[src/rtl/if_prefetch_queue_pkg.sv]
// Shared slot payload and sizing helpers for the instruction prefetch queue.
// Slot fields are sized for the widest supported PC/instruction (64 bits).
package Fetch_PKG;

  localparam int unsigned SLOT_PC_W  = 64;
  localparam int unsigned SLOT_INS_W = 64;

  typedef struct packed {
    logic [SLOT_PC_W-1:0]  pc;
    logic [SLOT_INS_W-1:0] instr;
    logic                  filled;
  } fetch_slot_t;

  function automatic int unsigned ptr_width(input int unsigned depth);
    return (depth > 1) ? $clog2(depth) : 1;
  endfunction

  function automatic int unsigned cnt_width(input int unsigned depth);
    return $clog2(depth + 1);
  endfunction

endpackage

[src/rtl/fetch_slot_ring.sv]
// Circular slot store for the prefetch queue: allocation, fill and head pointers,
// with occupancy and unfilled-slot counts derived from pointer differences.
module fetch_slot_ring
  import Fetch_PKG::*;
#(
  parameter int unsigned  PC_W  = 32,
  parameter int unsigned  INS_W = 32,
  parameter int unsigned  DEPTH = 4,
  localparam int unsigned CNT_W = cnt_width(DEPTH)
) (
  input  logic             clock,
  input  logic             reset,
  input  logic             flush,
  input  logic             alloc,
  input  logic [PC_W-1:0]  alloc_pc,
  input  logic             fill,
  input  logic [INS_W-1:0] fill_instr,
  input  logic             pop,
  output logic [CNT_W-1:0] count,
  output logic [CNT_W-1:0] pending,
  output logic             head_valid,
  output logic [PC_W-1:0]  head_pc,
  output logic [INS_W-1:0] head_instr
);

  localparam int unsigned PTR_W = ptr_width(DEPTH);

  fetch_slot_t      slots_q [DEPTH];
  logic [CNT_W-1:0] alloc_ptr_q;
  logic [CNT_W-1:0] fill_ptr_q;
  logic [CNT_W-1:0] head_ptr_q;
  logic [PTR_W-1:0] alloc_idx;
  logic [PTR_W-1:0] fill_idx;
  logic [PTR_W-1:0] head_idx;

  // Pointers carry one wrap bit above the index so full and empty differ.
  assign alloc_idx = alloc_ptr_q[PTR_W-1:0];
  assign fill_idx  = fill_ptr_q[PTR_W-1:0];
  assign head_idx  = head_ptr_q[PTR_W-1:0];

  assign count      = alloc_ptr_q - head_ptr_q;
  assign pending    = alloc_ptr_q - fill_ptr_q;
  assign head_valid = (count != '0) && slots_q[head_idx].filled;
  assign head_pc    = slots_q[head_idx].pc[PC_W-1:0];
  assign head_instr = slots_q[head_idx].instr[INS_W-1:0];

  always_ff @(posedge clock or negedge reset) begin
    if (!reset) begin
      alloc_ptr_q <= '0;
      fill_ptr_q  <= '0;
      head_ptr_q  <= '0;
      for (int i = 0; i < DEPTH; i++) slots_q[i] <= '0;
    end else if (flush) begin
      alloc_ptr_q <= '0;
      fill_ptr_q  <= '0;
      head_ptr_q  <= '0;
    end else begin
      if (alloc) begin
        slots_q[alloc_idx].pc     <= SLOT_PC_W'(alloc_pc);
        slots_q[alloc_idx].filled <= 1'b0;
        alloc_ptr_q               <= alloc_ptr_q + CNT_W'(1);
      end
      if (fill) begin
        slots_q[fill_idx].instr  <= SLOT_INS_W'(fill_instr);
        slots_q[fill_idx].filled <= 1'b1;
        fill_ptr_q               <= fill_ptr_q + CNT_W'(1);
      end
      if (pop) begin
        head_ptr_q <= head_ptr_q + CNT_W'(1);
      end
    end
  end

endmodule

[src/rtl/if_prefetch_queue.sv]
// Instruction prefetch queue: issues sequential fetches, buffers in-order responses
// for decode, and drops responses still in flight across a redirect.
module if_prefetch_queue
  import Fetch_PKG::*;
#(
  parameter int unsigned     PC_W     = 32,
  parameter int unsigned     INS_W    = 32,
  parameter int unsigned     DEPTH    = 4,
  parameter logic [PC_W-1:0] RESET_PC = '0,
  localparam int unsigned    CNT_W    = cnt_width(DEPTH)
) (
  input  logic             clock,
  input  logic             reset,
  input  logic             redirect_valid,
  input  logic [PC_W-1:0]  redirect_pc,
  output logic             imem_req,
  output logic [PC_W-1:0]  imem_addr,
  input  logic             imem_gnt,
  input  logic             imem_rvalid,
  input  logic [INS_W-1:0] imem_rdata,
  output logic             if_valid,
  output logic [PC_W-1:0]  if_pc,
  output logic [INS_W-1:0] if_instr,
  input  logic             if_ready,
  output logic [CNT_W-1:0] fifo_count
);

  logic [PC_W-1:0]  pc_q;
  logic [CNT_W-1:0] drop_q;
  logic [CNT_W-1:0] drop_d;
  logic [CNT_W-1:0] count;
  logic [CNT_W-1:0] pending;
  logic [CNT_W-1:0] outstanding;
  logic [CNT_W:0]   budget;
  logic             req_ok;
  logic             grant;
  logic             rsp_drop;
  logic             rsp_fill;
  logic             head_valid;
  logic             pop;

  // Slots in use plus responses still owed to stale fetches bound new requests.
  assign budget      = (CNT_W+1)'(count) + (CNT_W+1)'(drop_q);
  assign req_ok      = !redirect_valid && (budget < (CNT_W+1)'(DEPTH));
  assign imem_req    = req_ok && reset;
  assign imem_addr   = pc_q;
  assign grant       = req_ok && imem_gnt;
  assign outstanding = drop_q + pending;
  assign rsp_drop    = imem_rvalid && (drop_q != '0);
  assign rsp_fill    = imem_rvalid && (drop_q == '0) && (pending != '0) && !redirect_valid;
  assign if_valid    = head_valid && !redirect_valid;
  assign pop         = if_valid && if_ready;
  assign fifo_count  = count;

  // A redirect turns every unanswered fetch into a drop, less this cycle's response.
  always_comb begin
    drop_d = drop_q;
    if (redirect_valid) begin
      drop_d = outstanding - CNT_W'(imem_rvalid && (outstanding != '0));
    end else if (rsp_drop) begin
      drop_d = drop_q - CNT_W'(1);
    end
  end

  always_ff @(posedge clock or negedge reset) begin
    if (!reset) begin
      pc_q   <= RESET_PC;
      drop_q <= '0;
    end else begin
      drop_q <= drop_d;
      if (redirect_valid) begin
        pc_q <= redirect_pc;
      end else if (grant) begin
        pc_q <= pc_q + PC_W'(4);
      end
    end
  end

  fetch_slot_ring #(
    .PC_W  (PC_W),
    .INS_W (INS_W),
    .DEPTH (DEPTH)
  ) u_ring (
    .clock      (clock),
    .reset      (reset),
    .flush      (redirect_valid),
    .alloc      (grant),
    .alloc_pc   (pc_q),
    .fill       (rsp_fill),
    .fill_instr (imem_rdata),
    .pop        (pop),
    .count      (count),
    .pending    (pending),
    .head_valid (head_valid),
    .head_pc    (if_pc),
    .head_instr (if_instr)
  );

endmodule

[config.mk]
export PLATFORM = sky130hd
export DESIGN_NAME = if_prefetch_queue
export DESIGN_NICKNAME = d
export VERILOG_FILES = /design/src/rtl/if_prefetch_queue_pkg.sv /design/src/rtl/fetch_slot_ring.sv /design/src/rtl/if_prefetch_queue.sv
export SDC_FILE = /design/constraint.sdc
export NUM_CORES = 1
export LEC_CHECK = 0
export CELL_PAD_IN_SITES_DETAIL_PLACEMENT = 0
export CELL_PAD_IN_SITES_GLOBAL_PLACEMENT = 1
export CORE_MARGIN = 5
export CORE_UTILIZATION = 47
export CTS_BUF_LIST = sky130_fd_sc_hd__clkbuf_16
export CTS_CLUSTER_SIZE = 14
export DETAILED_ROUTE_END_ITERATION = 7
export GPL_ROUTABILITY_DRIVEN = 0
export PLACE_DENSITY_LB_ADDON = 0.1
export SLEW_MARGIN = 20
export SYNTH_ARGS = -nofsm -noshare
export SYNTH_HDL_FRONTEND = slang
export SYNTH_SLANG_ARGS = --single-unit
export TNS_END_PERCENT = 1
[constraint.sdc]
create_clock -name clock -period 3.95 [get_ports clock]
set_clock_uncertainty 0.2 [all_clocks]
set_input_delay 0.9875 -clock clock [delete_from_list [all_inputs] [get_ports clock]]
set_output_delay 0.9875 -clock clock [all_outputs]
set_load 0.01 [all_outputs]
==> qor.yml <==
syn-num-nets: 1056
rsz0062_at_grt: "true"
root_buffer: "clkbuf_16"
slew_headroom: 0.366
synth_cell_types: 52
grt_max_degree: 177
critPathSlowestCell: "dfrtp_1"
min_period_ns: 3.89
multi_input_area_sq_mm: 0.00650
critPathKind: "reg -> out"
register_area_sq_mm: 0.00761
place_area_sq_mm: 0.0167
grt_pass1_vias: 9355
die_h_um: 186
clk_pin_slew_worst_paths_ns: 0.06
seq_power_share: 0.413
coreArea_sq_mm: 0.0307
ys_warn_count: 0
layout.nets: 1229
ir_drop_mv: 0.359
syn2layout_area_growth_pct: 21.7
wl_per_cell_um: 21.1
clock_sinks: 304
first_pass_iters: 4
postLayoutCellArea_sq_mm: 0.0178
grt_use_total: 0.189
die_w_um: 186
r2r_cells: 13
cp-end-kind: "primary output"
fin_cells: 1555
fin_util: 0.580
slowest_delay_ns: 0.39
path_cells: "inv_2 -> ha_2 -> inv_1 -> fa_2 -> xor2_2 -> xnor2_2 -> ha_1 -> nor3_2 -> nor4bb_4 -> buf_2"
hold_buffers: 0
drc: 0
cp_max_fo: 2
place_ws_ns: -0.0491
insertion_delay_ns: 0.50
drt-initial-drc-count: 353
internal_power_mw: 7.39
status: "finished clean"
numPortBuffers: 170
antenna_found_initial: 4
start_util: 0.477
finalWirelength_um: 32900
final_layout_size_suffix_gt1_frac: 0.365
hold_viol: 0
synth.cell_area_sq_mm: 0.0146
p_switching_mw: 2.79
num_vias: 8464
critPathTopFamily: "adder cells"
top_level_ports: 171
clockBufferDepth: 3
power_frac_comb: 0.290
htree_num_levels: 2
crit_buf_inv: 3
via_per_inst: 5.44
required_ns: 2.76
swShare: 0.274
grt_pass1_wl_um: 53700
p_per_area_mw_per_mm2: 572
yosysSeqAreaShare: 0.520
grt_overflow: 0
total_power_mw: 10.2
die_area_sq_mm: 0.0347
max_clock_freq_mhz: 257
start_kind: "register"
fill_cells: 2520
finalCritPeriodShare: 0.985
dpl.hpwl_um: 21100
synthCells: 964
fin_hold_ws_ns: 0.279
postRouteAntennaNets: 0
fin_ws_ns: 0.0612
slew_viol_final: 0
ys_seq_elements: 304
p_clk_frac: 0.296
maxCapViolations: 0
setup_viol: 0
p_leak_nw: 8.03
holdPathStages: 1
synth_area_per_cell_sq_um: 15.2
setup_tns_ns: 0
row_count: 64
arrival_ns: 2.70
cts_buffers: 36
hp-class: "reg -> reg"
worstMarginPinSlew_ns: 0.951
cts_tree: "built"
dp_cells: 1494
n_antenna_cell: 0
cp_num_cells: 10
repair_timing:
item / CTS / global route
pin swaps: 2 / 3
gates cloned: 0 / 0
gates resized for setup: 13 / 5
buffers inserted: 0 / 1
setup endpoints to repair: 43 / 10
worst paths after layout:
path,start,to,slack [ns]
setup / recovery,u_ring.alloc_ptr_q[0],imem_req,0.06
hold / removal,u_ring.slots_q[258],u_ring.slots_q[258],0.28
setup reg to reg,u_ring.alloc_ptr_q[0],imem_addr[24],0.45
hold reg to reg,u_ring.slots_q[258],u_ring.slots_q[258],0.28
max in group asynchronous,reset,u_ring.slots_q[211],1.62
min in group asynchronous,reset,u_ring.slots_q[265],0.34
flip-flops by register name, indices dropped and copies added (netlist names):
register and flops:
u_ring.slots_q 260, u_ring.head_ptr_q 3, u_ring.alloc_ptr_q 3, drop_q 3, imem_addr 32, u_ring.fill_ptr_q 3
power by group through the flow:
stage / clock, mW / combinational, mW / sequential [mW]
global route: 3.25 / 3.20 / 4.30
global placement: 0 / 2.93 / 4.24
finish: 3.01 / 2.95 / 4.21
detailed placement: 0 / 2.97 / 4.25
floorplan: 0 / 1.76 / 4.11
CTS: 3.11 / 3.00 / 4.21
cell families (layout without fill, tap and decap cells):
family / Yosys count / in the layout / synth area share
compound gates: 60 / 60 / 0.0248
buf+inv: 86 / 281 / 0.0393
simple gates: 140 / 140 / 0.0490
flops: 304 / 304 / 0.520
mux: 322 / 322 / 0.327
xor+xnor: 30 / 30 / 0.0191
fa+ha+maj: 22 / 22 / 0.0204
cell usage in the layout (no fill, tap or decap), types with 5 or more instances in the layout:
cell type        synthesis  final
nand2_1                 63     59
xnor2_1                 10      9
nand4_1                 13     13
o21ai_0                 38     38
mux2i_1                  8      8
buf_12                  12      7
ha_1                    19     18
clkinv_1                 0      8
mux2_2                 133    133
a21o_1                   5      5
mux4_2                  65     65
mux2_4                 116    116
nor2_1                   9      9
inv_1                   18     22
buf_4                    0     24
clkdlybuf4s50_1          0    166
clkinv_2                 0      6
clkbuf_16                0     37
nand3_1                 18     18
xor2_1                  19     18
dfrtp_1                304    302
and3_1                  12     12
layer usage:
| layer | share of wire | global-route usage | routed length (um) | up-vias |
|---|---|---|---|---|
| met5 | 0.0016 | 0 | 54 | - |
| met2 | 0.46 | 0.293 | 15000 | 171 |
| met3 | 0.059 | 0.0540 | 1930 | 53 |
| met1 | 0.46 | 0.266 | 15300 | 4365 |
| li1 | - | - | - | 3867 |
| met4 | 0.020 | 0.0440 | 656 | 8 |
final cells by class:
class / instances / area share
Sequential cell: 304 / 0.428
Multi-Input combinational cell: 574 / 0.365
Timing Repair Buffer: 203 / 0.115
Clock buffer: 37 / 0.0520
Tap cell: 396 / 0.0278
Clock inverter: 23 / 0.00745
Inverter: 18 / 0.00380
Yosys cell counts (all sizes together):
cell,instances,share of area
a21o,5,0.0026
o211ai,3,0.0015
or4b,1,0.00068
o311ai,2,0.0012
a221o,1,0.00068
nor4bb,2,0.0014
and2b,1,0.00060
o31ai,2,0.0010
nor4b,1,0.00060
o311a,1,0.00068
dfrtp,304,0.52
and2,4,0.0024
nand3,18,0.0062
nor3,4,0.0014
o21ai,39,0.013
mux2,249,0.22
and4,2,0.0014
and3b,1,0.00060
o31a,1,0.00060
mux4,65,0.10
nor2,10,0.0027
nor3b,2,0.0010
nand2,63,0.016
nor2b,1,0.00043
fa,3,0.0041
nand2b,1,0.00043
a211o,2,0.0012
xnor2,10,0.0060
xor2,19,0.011
xor3,1,0.0017
and3,13,0.0056
o22ai,1,0.00043
and4bb,1,0.00086
a31o,2,0.0012
nand4,13,0.0056
buf,38,0.027
inv,18,0.0046
clkbuf,30,0.0079
or4,1,0.00051
mux2i,8,0.0055
ha,19,0.016
a21oi,1,0.00034
nor4,1,0.00043
(Power assumes the default switching activity.)
